--- src/rtl/apb_slave_regs_if.sv ---
// APB bus bundle between a master/bridge and one apb_slave_regs completer.
// The completer drives only prdata/pready/pslverr; everything else comes from the master.
interface apb_slave_regs_if;
    logic        psel;
    logic        penable;
    logic        pwrite;
    logic [11:0] paddr;
    logic [31:0] pwdata;
    logic [31:0] prdata;
    logic        pready;
    logic        pslverr;

    modport master (
        output psel, penable, pwrite, paddr, pwdata,
        input  prdata, pready, pslverr
    );

    modport slave (
        input  psel, penable, pwrite, paddr, pwdata,
        output prdata, pready, pslverr
    );
endinterface

--- src/rtl/apb_slave_regs.sv ---
// APB completer with NUM_REGS RW registers plus one read-only status word at index NUM_REGS.
// Answers to paddr[10:8] == PORT_ID, inserts WAIT_CYCLES wait states, flags bad accesses on pslverr.
module apb_slave_regs #(
    parameter logic [2:0] PORT_ID     = 3'b010,
    parameter int         NUM_REGS    = 8,
    parameter int         WAIT_CYCLES = 1
) (
    input  logic                     clk,
    input  logic                     rst,
    apb_slave_regs_if.slave          bus,
    input  logic [31:0]              hw_status,
    output logic [NUM_REGS*32-1:0]   reg_q,
    output logic                     wr_pulse,
    output logic [5:0]               wr_idx
);

    typedef enum logic [1:0] {
        S_IDLE,
        S_WAIT,
        S_RESP
    } state_t;

    localparam int         IW         = (NUM_REGS > 1) ? $clog2(NUM_REGS) : 1;
    localparam logic [5:0] STATUS_IDX = 6'(NUM_REGS);
    // One wait state is absorbed by the IDLE->WAIT edge, so the counter is preloaded with
    // WAIT_CYCLES-1; this gives WAIT_CYCLES+1 edges from the first penable cycle to pready.
    localparam logic [3:0] CNT_LOAD   = 4'((WAIT_CYCLES > 0) ? WAIT_CYCLES - 1 : 0);

    state_t          state, state_nxt;
    logic [3:0]      cnt, cnt_nxt;
    logic [31:0]     regs [NUM_REGS];

    logic            hit;
    logic [5:0]      idx;
    logic [IW-1:0]   ridx;
    logic            complete;

    logic            pready_d;
    logic            pslverr_d;
    logic [31:0]     prdata_d;
    logic            wr_pulse_d;
    logic [5:0]      wr_idx_d;
    logic            wr_en;

    logic            unused_addr_bits;

    assign hit              = bus.psel && (bus.paddr[10:8] == PORT_ID);
    assign idx              = bus.paddr[7:2];
    assign ridx             = idx[IW-1:0];
    assign unused_addr_bits = ^{bus.paddr[11], bus.paddr[1:0]};

    for (genvar i = 0; i < NUM_REGS; i++) begin : g_reg_q
        assign reg_q[32*i +: 32] = regs[i];
    end

    // State register plus all registered outputs and the register bank.
    // NOTE: sequential state uses non-blocking assignments so every flop samples pre-edge values.
    always_ff @(posedge clk) begin
        if (!rst) begin
            state       <= S_IDLE;
            cnt         <= '0;
            bus.pready  <= 1'b0;
            bus.pslverr <= 1'b0;
            bus.prdata  <= '0;
            wr_pulse    <= 1'b0;
            wr_idx      <= '0;
            // NOTE: the register bank is architecturally visible after reset, so it is cleared here.
            for (int i = 0; i < NUM_REGS; i++) begin
                regs[i] <= '0;
            end
        end else begin
            state       <= state_nxt;
            cnt         <= cnt_nxt;
            bus.pready  <= pready_d;
            bus.pslverr <= pslverr_d;
            bus.prdata  <= prdata_d;
            wr_pulse    <= wr_pulse_d;
            wr_idx      <= wr_idx_d;
            if (wr_en) begin
                regs[ridx] <= bus.pwdata;
            end
        end
    end

    // Next-state and wait counter.
    // NOTE: every combinational output gets a default first so no path infers a latch.
    always_comb begin
        state_nxt = state;
        cnt_nxt   = cnt;
        case (state)
            S_IDLE: begin
                if (hit && bus.penable) begin
                    cnt_nxt   = CNT_LOAD;
                    state_nxt = (WAIT_CYCLES == 0) ? S_RESP : S_WAIT;
                end
            end
            S_WAIT: begin
                if (!bus.psel) begin
                    state_nxt = S_IDLE;
                end else if (cnt != 4'd0) begin
                    cnt_nxt = cnt - 4'd1;
                end else begin
                    state_nxt = S_RESP;
                end
            end
            S_RESP:  state_nxt = S_IDLE;
            default: state_nxt = S_IDLE;
        endcase
    end

    assign complete = (state_nxt == S_RESP) && (state != S_RESP);

    // Output decode: responses are computed on the RESP-entry edge and cleared on the next one.
    always_comb begin
        pready_d   = 1'b0;
        pslverr_d  = 1'b0;
        prdata_d   = '0;
        wr_pulse_d = 1'b0;
        wr_idx_d   = wr_idx;
        wr_en      = 1'b0;
        if (complete) begin
            pready_d = 1'b1;
            if (idx < STATUS_IDX) begin
                if (bus.pwrite) begin
                    wr_en      = 1'b1;
                    wr_pulse_d = 1'b1;
                    wr_idx_d   = idx;
                end else begin
                    prdata_d = regs[ridx];
                end
            end else if (idx == STATUS_IDX) begin
                if (bus.pwrite) begin
                    pslverr_d = 1'b1;
                end else begin
                    prdata_d = hw_status;
                end
            end else begin
                pslverr_d = 1'b1;
            end
        end
    end

endmodule
--- src/flat_wrapper.sv ---
// flat-port wrapper written by rule: the top's interface ports become plain ports
module apb_slave_regs_flat 
#(
    parameter logic [2:0] PORT_ID     = 3'b010,
    parameter int         NUM_REGS    = 8,
    parameter int         WAIT_CYCLES = 1
)
  (clk, rst, hw_status, reg_q, wr_pulse, wr_idx, bus_psel, bus_penable, bus_pwrite, bus_paddr, bus_pwdata, bus_prdata, bus_pready, bus_pslverr);
  apb_slave_regs_if bus_i ();
  input  logic clk;
  input  logic rst;
  input  logic [31:0] hw_status;
  output logic [NUM_REGS*32-1:0] reg_q;
  output logic wr_pulse;
  output logic [5:0] wr_idx;
  input wire logic [$bits(bus_i.psel)-1:0] bus_psel;
  input wire logic [$bits(bus_i.penable)-1:0] bus_penable;
  input wire logic [$bits(bus_i.pwrite)-1:0] bus_pwrite;
  input wire logic [$bits(bus_i.paddr)-1:0] bus_paddr;
  input wire logic [$bits(bus_i.pwdata)-1:0] bus_pwdata;
  output wire logic [$bits(bus_i.prdata)-1:0] bus_prdata;
  output wire logic [$bits(bus_i.pready)-1:0] bus_pready;
  output wire logic [$bits(bus_i.pslverr)-1:0] bus_pslverr;
  assign bus_i.psel = bus_psel;
  assign bus_i.penable = bus_penable;
  assign bus_i.pwrite = bus_pwrite;
  assign bus_i.paddr = bus_paddr;
  assign bus_i.pwdata = bus_pwdata;
  assign bus_prdata = bus_i.prdata;
  assign bus_pready = bus_i.pready;
  assign bus_pslverr = bus_i.pslverr;
  apb_slave_regs #(.PORT_ID(PORT_ID), .NUM_REGS(NUM_REGS), .WAIT_CYCLES(WAIT_CYCLES)) u_core (.clk(clk), .rst(rst), .bus(bus_i), .hw_status(hw_status), .reg_q(reg_q), .wr_pulse(wr_pulse), .wr_idx(wr_idx));
endmodule
--- config.mk ---
export PLATFORM = sky130hd
export DESIGN_NAME = apb_slave_regs_flat
export DESIGN_NICKNAME = d
export VERILOG_FILES = /design/src/rtl/apb_slave_regs_if.sv /design/src/rtl/apb_slave_regs.sv /design/src/flat_wrapper.sv
export SDC_FILE = /design/constraint.sdc
export NUM_CORES = 1
export LEC_CHECK = 0
export ABC_CLOCK_PERIOD_IN_PS = 4600
export CORE_MARGIN = 2
export CORE_UTILIZATION = 48
export DETAILED_ROUTE_END_ITERATION = 6
export GPL_TIMING_DRIVEN = 1
export HOLD_SLACK_MARGIN = 0.08
export MAX_ROUTING_LAYER = met4
export PLACE_DENSITY = 0.81
export SKIP_CTS_REPAIR_TIMING = 1
export SYNTH_ARGS = -nofsm -noshare
export SYNTH_HDL_FRONTEND = slang
export SYNTH_SLANG_ARGS = --single-unit
export TNS_END_PERCENT = 50
--- constraint.sdc ---
create_clock -name clk -period 4.6 [get_ports clk]
set_clock_uncertainty 0.05 [all_clocks]
set_input_delay 0.46 -clock clk [delete_from_list [all_inputs] [get_ports clk]]
set_output_delay 0.46 -clock clk [all_outputs]
set_load 0.03 [all_outputs]
==> results_dict.tcl, run 1 <==
set metrics [dict create \
    antenna_found_initial 0 \
    worst_setup_path_end_kind "register" \
    routed_via_density 5.61 \
    total_power_mw 6.42 \
    clock_buffer_count_from_cts 31 \
    timing.final.max_slew_violations 0 \
    power.density_nw_per_um2 350 \
    setup_tns_ps 0 \
    ctsHtreeMaxLevel 1 \
    drtPass1Iterations 5 \
    synth-warning-count 0 \
    floorplan.core_area_um2 26800 \
    final.period_utilization 0.654 \
    synthesis.nets 893 \
    grt_pass1_vias 9291 \
    num_vias 8727 \
    dieArea_um2 28500 \
    io_pins 378 \
    final.hold.worst_slack_ps 411 \
    power.leakage_nw 6.77 \
    area_of_the_multi_input_gates_um2 4230 \
    most-common-layout-cells "clkdlybuf4s50_1 (371), and2_1 (257), edfxtp_1 (256)" \
    grt_first_pass_wirelength_um 58700 \
    synth_largest_area_cell "edfxtp_1" \
    final-setup-viol-count 0 \
    ctsRootBufferMaster "clkbuf_16" \
    place.detailed.hpwl_um 26900 \
    synthToLayoutAreaGrowth_pct 40.8 \
    critical_path.max_stage_delay_ps 580 \
    synth_seq_cells 303 \
    cts.reportedPaths.clkPinSlew_ps 60 \
    cts_max_path_buffers 3 \
    initial_utilization 0.486 \
    synth_sequential_area_ratio 0.662 \
    detailed_place.area_um2 17300 \
    wirelength_um 40600 \
    grt_start_max_net_pins 43 \
    ir_drop_mv 0.256 \
    largest_fanout_of_any_net_on_the_critical_path 17 \
    final-instance-count-excl-fill 1555 \
    grt_usage 0.291 \
    max_cap_viol 0 \
    startpoint_type "primary input" \
    placement.io_buffers 374 \
    outcome "completed" \
    antenna_violating_nets_post_route 0 \
    layout_min_cycle_time_ps 3010 \
    synth_largest_type_area_fraction 0.590 \
    cpMaxStageDelayCell "nand3_1" \
    placedCellCount 1497 \
    rsz0062_at_grt "no" \
    drcViolationCount 0 \
    worst-slew-pin-transition_ps 881 \
    hold_path_startpoint "u_core.wr_idx[1]" \
    syn-cell-area_um2 13000 \
    n_fill_cell 1838 \
    timing.critical_path.from "bus_paddr[5]" \
    required_ps 4800 \
    cts_tree "yes" \
    timing.setup.critical_path_class "in2reg" \
    final_util 0.685 \
    insertedDiodeCount 0 \
    leading_cell_type_in_the_layout_fill_and_taps_excluded "clkdlybuf4s50_1" \
    min-delay-path-class "reg2reg" \
    yosysUniqueCellTypes 38 \
    gp_congestion 0.834 \
    post_synth_inst_count 810 \
    clk-insertion-delay-late_ps 560 \
    cts.sinks 303 \
    fin_area_um2 18400 \
    timing.critical_path.arrival_ps 3200 \
    final-seq-area_um2 8630 \
    final_layout_size_suffix_gt1_frac 0.163 \
    postLayoutSetupSlackWorst_ps 1590 \
    die_w_um 169 \
    timing.final.hold_violations 0 \
    count_of_standard_cell_rows 60 \
    mean_cell_area_of_the_mapped_netlist_um2 16.1 \
    grt_overflow_total 0 \
    fmax_mhz 333 \
    post-place-ws_ps 995 \
    cp_cell_sequence "clkdlybuf4s50_1, nor4b_2, nand3_1, nor4_4, nand2b_2, buf_12" \
    synth_area_leaders "edfxtp_1 (59%), and2_1 (12%), mux4_2 (11%), dfxtp_1 (7.2%), mux2_2 (2.8%)" \
    dieHeight_um 169 \
    critical_path.reg2reg.startpoint "u_core.cnt[0]" \
    num-nets-final 1272 \
    timing.slew.headroom 0.412 \
    drt-wirelength-per-cell_um 26.1 \
    drt_iter0_drc 716 \
]
[cells in the mapped netlist (all sizes together)]
cell type,count
mux2i,2
nand2,3
ha,2
clkbuf,34
nand3b,1
or3b,1
nand4,1
nor4bb,1
a22o,33
xnor2,1
o21ai,3
buf,18
and3b,1
nor4b,2
dfxtp,47
mux2,32
a21oi,4
mux4,64
or3,1
inv,7
and2,257
nor2,8
nand4b,1
nand3,4
and3,3
o211ai,2
edfxtp,256
o31ai,1
nor3,4
nor4,3
nand2b,10
a22oi,1
nor3b,2
[state kept, by name, indices dropped and copies added, names as in the netlist]
register	count
u_core.regs	256
u_core.bus.pslverr	1
u_core.bus.prdata	32
u_core.wr_pulse	1
u_core.cnt	4
u_core.state	2
u_core.bus.pready	1
u_core.wr_idx	6
[worst paths after layout]
kind | end | slack [ps] | cells past startpoint
max | u_core.regs[4][0] | 1590 | 6
min | u_core.wr_idx[1] | 410 | 2
max reg2reg | u_core.regs[4][0] | 1610 | 7
min reg2reg | u_core.wr_idx[1] | 410 | 2
[cell families after synthesis]
kind of cell             Yosys count  synth area share
AO/OA/AOI/OAI                     44            0.0272
XOR/XNOR                           1          0.000672
adder cells (fa/ha/maj)            2           0.00192
buffers and inverters             59            0.0192
flip-flops                       303             0.662
multiplexers                      98             0.140
AND/OR/NAND/NOR                  303             0.149
[area by class of cell]
| class | count | area share |
|---|---|---|
| well taps | 341 | 0.0232 |
| repair buffers | 398 | 0.217 |
| inverters | 7 | 0.00143 |
| multi-input cells | 448 | 0.231 |
| clock buffers | 39 | 0.0455 |
| flip-flops and latches | 303 | 0.470 |
| clock inverters | 19 | 0.0125 |
[critical path, delay by kind of cell]
family | cells | cell delay, ps
AND/OR/NAND/NOR | 4 | 1950
buffers and inverters | 2 | 770
[metal layers]
| layer | share of wire | vias up | global-route usage | wire length (µm) |
|---|---|---|---|---|
| li1 | - | 3780 | - | - |
| met1 | 0.37 | 4383 | 0.344 | 15000 |
| met2 | 0.50 | 454 | 0.487 | 20400 |
| met3 | 0.088 | 110 | 0.0631 | 3580 |
| met4 | 0.040 | 0 | 0.118 | 1620 |
| met5 | 0 | - | - | 0 |
[power by group]
part / switching [mW] / internal, mW / leakage [nW]
logic: 0.391 / 0.307 / 3.24
registers: 0.0515 / 3.05 / 3.01
clock network: 1.05 / 1.57 / 0.528
Power figures use the tool's default switching activity.
==> run 2: changes to the inputs <==
--- a/config.mk
+++ b/config.mk
@@ -5,14 +5,14 @@
 export SDC_FILE = /design/constraint.sdc
 export NUM_CORES = 1
 export LEC_CHECK = 0
-export ABC_CLOCK_PERIOD_IN_PS = 4600
+export ABC_CLOCK_PERIOD_IN_PS = 2640
 export CORE_MARGIN = 2
-export CORE_UTILIZATION = 48
+export CORE_UTILIZATION = 43
 export DETAILED_ROUTE_END_ITERATION = 6
 export GPL_TIMING_DRIVEN = 1
 export HOLD_SLACK_MARGIN = 0.08
 export MAX_ROUTING_LAYER = met4
-export PLACE_DENSITY = 0.81
+export PLACE_DENSITY = 0.76
 export SKIP_CTS_REPAIR_TIMING = 1
 export SYNTH_ARGS = -nofsm -noshare
 export SYNTH_HDL_FRONTEND = slang
==> constraint.sdc (replaced) <==
create_clock -name clk -period 2.64 [get_ports clk]
set_clock_uncertainty 0.05 [all_clocks]
set_input_delay 0.264 -clock clk [delete_from_list [all_inputs] [get_ports clk]]
set_output_delay 0.264 -clock clk [all_outputs]
set_load 0.03 [all_outputs]
==> results_dict.tcl, run 2 (same netlist as run 1, synthesis figures left out) <==
set metrics [dict create \
    placement.io_buffers 374 \
    antenna_found_initial 3 \
    drtPass1Iterations 5 \
    count_of_standard_cell_rows 63 \
    drt-wirelength-per-cell_um 25.6 \
    clk-insertion-delay-late_ps 500 \
    worst_setup_path_end_kind "register" \
    die_w_um 178 \
    largestRegisters "u_core.regs: 256 flops, u_core.bus.prdata: 32 flops, u_core.wr_idx: 6 flops" \
    startpoint_type "register" \
    drcViolationCount 0 \
    switching_power_mw 2.66 \
    cts_max_path_buffers 3 \
    num-nets-final 1308 \
    place.detailed.hpwl_um 29000 \
    initial_utilization 0.439 \
    ctsHtreeMaxLevel 2 \
    required_ps 2790 \
    io_pins 378 \
    largest_register "u_core.regs" \
    min-delay-path-class "in2reg" \
    clock_power_share 0.404 \
    timing.setup.critical_path_class "reg2reg" \
    p_seq_frac 0.481 \
    timing.final.hold_violations 0 \
    cp_cell_sequence "inv_1, ha_1, nor3b_2, nand3_1, buf_4, nor4_4, nand2b_2, buf_12" \
    dieArea_um2 31700 \
    wl_met3_um 3290 \
    grt_pass1_vias 9208 \
    ctsRootBufferMaster "clkbuf_16" \
    worst-path-buf-inv 3 \
    timing.final.max_slew_violations 0 \
    synthToLayoutAreaGrowth_pct 45.2 \
    routed_via_density 5.41 \
    grt_start_max_net_pins 33 \
    critical_path.max_stage_delay_ps 310 \
    internal_mw 8.57 \
    grt_first_pass_wirelength_um 59800 \
    route.top_layer_used "met4" \
    final_util 0.637 \
    final-setup-viol-count 0 \
    wirelength_um 42100 \
    drt-met1-wl_um 16100 \
    drt_iter0_drc 627 \
    n_fill_cell 2178 \
    timing.critical_path.arrival_ps 2430 \
    timing.slew.headroom 0.686 \
    final_layout_size_suffix_gt1_frac 0.182 \
    cpMaxStageDelayCell "dfxtp_1" \
    largest_fanout_of_any_net_on_the_critical_path 11 \
    cts_tree "yes" \
    power.density_nw_per_um2 593 \
    power.leakage_nw 7.02 \
    final.period_utilization 0.861 \
    cpLargestDelayFamily "simple AND/OR/NAND/NOR gates" \
    dieHeight_um 178 \
    antenna_violating_nets_post_route 0 \
    floorplan.core_area_um2 29700 \
    setup_tns_ps 0 \
    fmax_mhz 440 \
    netSwitchingFraction 0.237 \
    pwr-share-comb 0.115 \
    clock_buffer_count_from_cts 34 \
    gp_congestion 0.879 \
    most-common-layout-cells "clkdlybuf4s50_1 (371), and2_1 (257), edfxtp_1 (256)" \
    layout_min_cycle_time_ps 2270 \
    leading_cell_type_in_the_layout_fill_and_taps_excluded "clkdlybuf4s50_1" \
    met2_wl_post_dr_um 21200 \
    cts.sinks 303 \
    worst-slew-pin-transition_ps 470 \
    num_vias 8885 \
    cts.reportedPaths.clkPinSlew_ps 60 \
    grt_overflow_total 0 \
    ir_drop_mv 0.543 \
    rsz0062_at_grt "no" \
    total_power_mw 11.2 \
    grt_usage 0.270 \
    outcome "completed" \
    max_cap_viol 0 \
    largest_register_ff_count 256 \
]
[run 2: worst paths after layout]
kind | startpoint | to | slack, ps | cells after the start
hold / removal | hw_status[11] | u_core.bus.prdata[11] | 310 | 2
setup / recovery | u_core.cnt[0] | u_core.regs[0][1] | 370 | 8
hold reg to reg | u_core.wr_idx[1] | u_core.wr_idx[1] | 410 | 2
setup reg to reg | u_core.cnt[0] | u_core.regs[0][1] | 370 | 8
[run 2: final cells by class]
| type | instances | area, µm² | share of cell area |
|---|---|---|---|
| Sequential cell | 303 | 8630 | 0.456 |
| Clock buffer | 44 | 920 | 0.0486 |
| Timing Repair Buffer | 431 | 4470 | 0.236 |
| Antenna cell | 2 | 5.00 | 0.000264 |
| Clock inverter | 16 | 138 | 0.00727 |
| Multi-Input combinational cell | 448 | 4240 | 0.224 |
| Tap cell | 390 | 488 | 0.0258 |
| Inverter | 7 | 26.3 | 0.00139 |
[run 2: per-stage QoR]
step	hold slack, ps	area, µm²	cells	worst slack (ps)
floorplan	339	13000	810	-307
global route	307	18900	1641	248
finish	309	18900	1641	366
global placement	399	17900	1579	-31.3
detailed placement	400	17900	1579	-7.12
CTS	293	18900	1639	363
[run 2: power by group through the flow]
stage	clock network [mW]	logic, mW	registers (mW)
after CTS	4.60	1.30	5.40
after floorplan	0	0.330	5.78
after global placement	0	1.28	5.49
after global routing	4.80	1.34	5.41
final	4.53	1.29	5.40
after detailed placement	0	1.29	5.50
[run 2: layer usage]
| layer | vias up | GRT usage |
|---|---|---|
| li1 | 3854 | - |
| met1 | 4508 | 0.327 |
| met2 | 430 | 0.448 |
| met3 | 93 | 0.0539 |
| met4 | 0 | 0.100 |
| met5 | - | - |
==> run 3: changes to the inputs <==
--- a/config.mk
+++ b/config.mk
@@ -5,14 +5,18 @@
 export SDC_FILE = /design/constraint.sdc
 export NUM_CORES = 1
 export LEC_CHECK = 0
+export ABC_AREA = 1
 export ABC_CLOCK_PERIOD_IN_PS = 2640
+export CELL_PAD_IN_SITES_DETAIL_PLACEMENT = 1
+export CELL_PAD_IN_SITES_GLOBAL_PLACEMENT = 1
 export CORE_MARGIN = 2
-export CORE_UTILIZATION = 43
+export CORE_UTILIZATION = 32
+export CTS_CLUSTER_DIAMETER = 100
 export DETAILED_ROUTE_END_ITERATION = 6
 export GPL_TIMING_DRIVEN = 1
 export HOLD_SLACK_MARGIN = 0.08
 export MAX_ROUTING_LAYER = met4
-export PLACE_DENSITY = 0.76
+export PLACE_DENSITY_LB_ADDON = 0.1
 export SKIP_CTS_REPAIR_TIMING = 1
 export SYNTH_ARGS = -nofsm -noshare
 export SYNTH_HDL_FRONTEND = slang
==> results_dict.tcl, run 3 <==
set metrics [dict create \
    clock_buffer_count_from_cts 38 \
    final_util 0.460 \
    leading_cell_type_in_the_layout_fill_and_taps_excluded "nand2_1" \
    count_of_standard_cell_rows 76 \
    synth_area_leaders "edfxtp_1 (56%), nand2_1 (10%), inv_1 (8.1%), nor2_1 (7.4%), dfxtp_1 (6.8%)" \
    ctsRootBufferMaster "clkbuf_16" \
    largest_fanout_of_any_net_on_the_critical_path 32 \
    ctsHtreeMaxLevel 2 \
    final-seq-area_um2 8630 \
    critical_path.max_stage_delay_ps 380 \
    timing.setup.critical_path_class "reg2reg" \
    timing.critical_path.arrival_ps 2600 \
    floorplan.core_area_um2 42900 \
    die_w_um 212 \
    grt_overflow_total 0 \
    final-setup-viol-count 0 \
    yosysUniqueCellTypes 24 \
    fmax_mhz 439 \
    fin_area_um2 19700 \
    startpoint_type "register" \
    ir_drop_mv 0.331 \
    timing.final.hold_violations 0 \
    grt_start_max_net_pins 72 \
    worst-slew-pin-transition_ps 757 \
    final_layout_size_suffix_gt1_frac 0.0654 \
    top_cell_types_by_occurrence_after_synthesis "nand2_1 (382), inv_1 (300), nor2_1 (273), edfxtp_1 (256), nand3_1 (135)" \
    ys.flop_type "edfxtp_1" \
    grt_first_pass_wirelength_um 78200 \
    routed_via_density 4.62 \
    outcome "completed" \
    mean_cell_area_of_the_mapped_netlist_um2 8.83 \
    clk-insertion-delay-late_ps 550 \
    required_ps 2960 \
    cpMaxStageDelayCell "nor2_2" \
    cts.reportedPaths.clkPinSlew_ps 60 \
    synth_largest_area_cell "edfxtp_1" \
    antenna_found_initial 4 \
    initial_utilization 0.323 \
    rsz0062_at_grt "no" \
    synth_largest_type_area_fraction 0.555 \
    most-common-layout-cells "nand2_1 (374), clkdlybuf4s50_1 (373), inv_1 (300)" \
    syn-cell-area_um2 13800 \
    gp_congestion 0.811 \
    num_vias 11900 \
    placement.io_buffers 374 \
    detailed_place.area_um2 18600 \
    power.leakage_nw 8.46 \
    cts.sinks 303 \
    power.density_nw_per_um2 580 \
    post-synth-top-count-cell "nand2_1" \
    grt_usage 0.247 \
    timing.final.max_slew_violations 0 \
    largest_register_ff_count 256 \
    drt_iter0_drc 661 \
    io_pins 378 \
    post_synth_inst_count 1568 \
    antenna_violating_nets_post_route 0 \
    drcViolationCount 0 \
    drtPass1Iterations 6 \
    min-delay-path-class "in2reg" \
    timing.slew.headroom 0.496 \
    place.detailed.hpwl_um 36600 \
    cpLargestDelayFamily "simple AND/OR/NAND/NOR gates" \
    num-nets-final 2041 \
    dieHeight_um 212 \
    worst_setup_path_end_kind "register" \
    final.period_utilization 0.863 \
    postSynth.asyncResetShare 0 \
    largestRegisters "u_core.regs: 256 flops, u_core.bus.prdata: 32 flops, u_core.wr_idx: 6 flops" \
    cts_max_path_buffers 3 \
    synthesis.nets 1651 \
    drt-wirelength-per-cell_um 20.9 \
    area_of_the_multi_input_gates_um2 3750 \
    synth-warning-count 0 \
    grt_pass1_vias 12400 \
    max_cap_viol 0 \
    cp_cell_sequence "inv_1, nand2_1, nor2_1, nand2_1, nor2_2, buf_4, nand4_4, buf_4, nor2_1" \
    wirelength_um 53800 \
    n_fill_cell 4936 \
    layout_min_cycle_time_ps 2280 \
    synth_sequential_area_ratio 0.623 \
    synth_seq_cells 303 \
    largest_register "u_core.regs" \
    dieArea_um2 44900 \
    worst-path-buf-inv 3 \
    synthToLayoutAreaGrowth_pct 42.6 \
    cts_tree "yes" \
    synth_enable_flop_cells 256 \
]
[run 3: cell types whose count changed after synthesis, moves of 7 or more]
cell,delta
nand2_1,+379
inv_1,+293
nor2_1,+265
and2_1,-257
nand3_1,+131
mux4_2,-64
a22o_1,-33
a21oi_1,+32
mux2_2,-32
o21ai_1,+32
buf_2,+21
nand2b_1,-10
inv_2,+7
[run 3: cells by family (layout without fill, tap and decap cells)]
family          Yosys count  after routing  synth area share
xor+xnor                  1              1          0.000633
simple gates            806            806             0.240
buf+inv                 385            805             0.109
compound gates           71             71            0.0257
flops                   303            303             0.623
fa+ha+maj                 2              2           0.00181
other cells               0              4                 0
[run 3: layout make-up]
cell class	instances	area share
Antenna cell	4	0.000507
Clock buffer	54	0.0555
Clock inverter	16	0.00349
Inverter	307	0.0585
Multi-Input combinational cell	880	0.190
Sequential cell	303	0.437
Tap cell	585	0.0371
Timing Repair Buffer	428	0.218
[run 3: final timing paths]
path                          from                    end  slack (ps)  cells past startpoint
hold reg to reg   u_core.wr_idx[3]       u_core.wr_idx[3]         390                      2
setup / recovery   u_core.state[1]     u_core.regs[2][22]         360                      9
hold / removal       hw_status[12]  u_core.bus.prdata[12]         220                      3
setup reg to reg   u_core.state[1]     u_core.regs[2][22]         360                      9
[run 3: worst register-to-register path, delay by kind of cell, from the launching register on]
kind / cells / cell delay, ps
buffers and inverters: 3 / 640
DFF: 1 / 310
and+or+nand+nor: 6 / 1110
[run 3: where the power goes]
part	internal [mW]	switching [mW]	leakage (nW)	total (mW)
Sequential	5.27	0.0703	3.13	5.34
Clock	2.88	2.02	0.566	4.90
Combinational	0.424	0.769	4.77	1.19
[run 3: layer usage]
layer / part of all wire / wire [µm] / global-route usage
met4: 0.026 / 1410 / 0.0823
met5: 0 / 0 / -
met2: 0.47 / 25600 / 0.397
met3: 0.054 / 2910 / 0.0430
met1: 0.44 / 23900 / 0.316
[run 3: per-stage QoR]
stage | power [mW] | hold slack, ps | setup slack (ps) | cells | TNS, ps
after global routing | 11.8 | 220 | 188 | 2577 | 0
final | 11.4 | 221 | 363 | 2577 | 0
after floorplan | 6.02 | 349 | 151 | 1568 | 0
after global placement | 6.63 | 374 | 42.1 | 2503 | 0
after CTS | 11.6 | 196 | 326 | 2573 | 0
after detailed placement | 6.65 | 383 | -30.0 | 2503 | -30.0
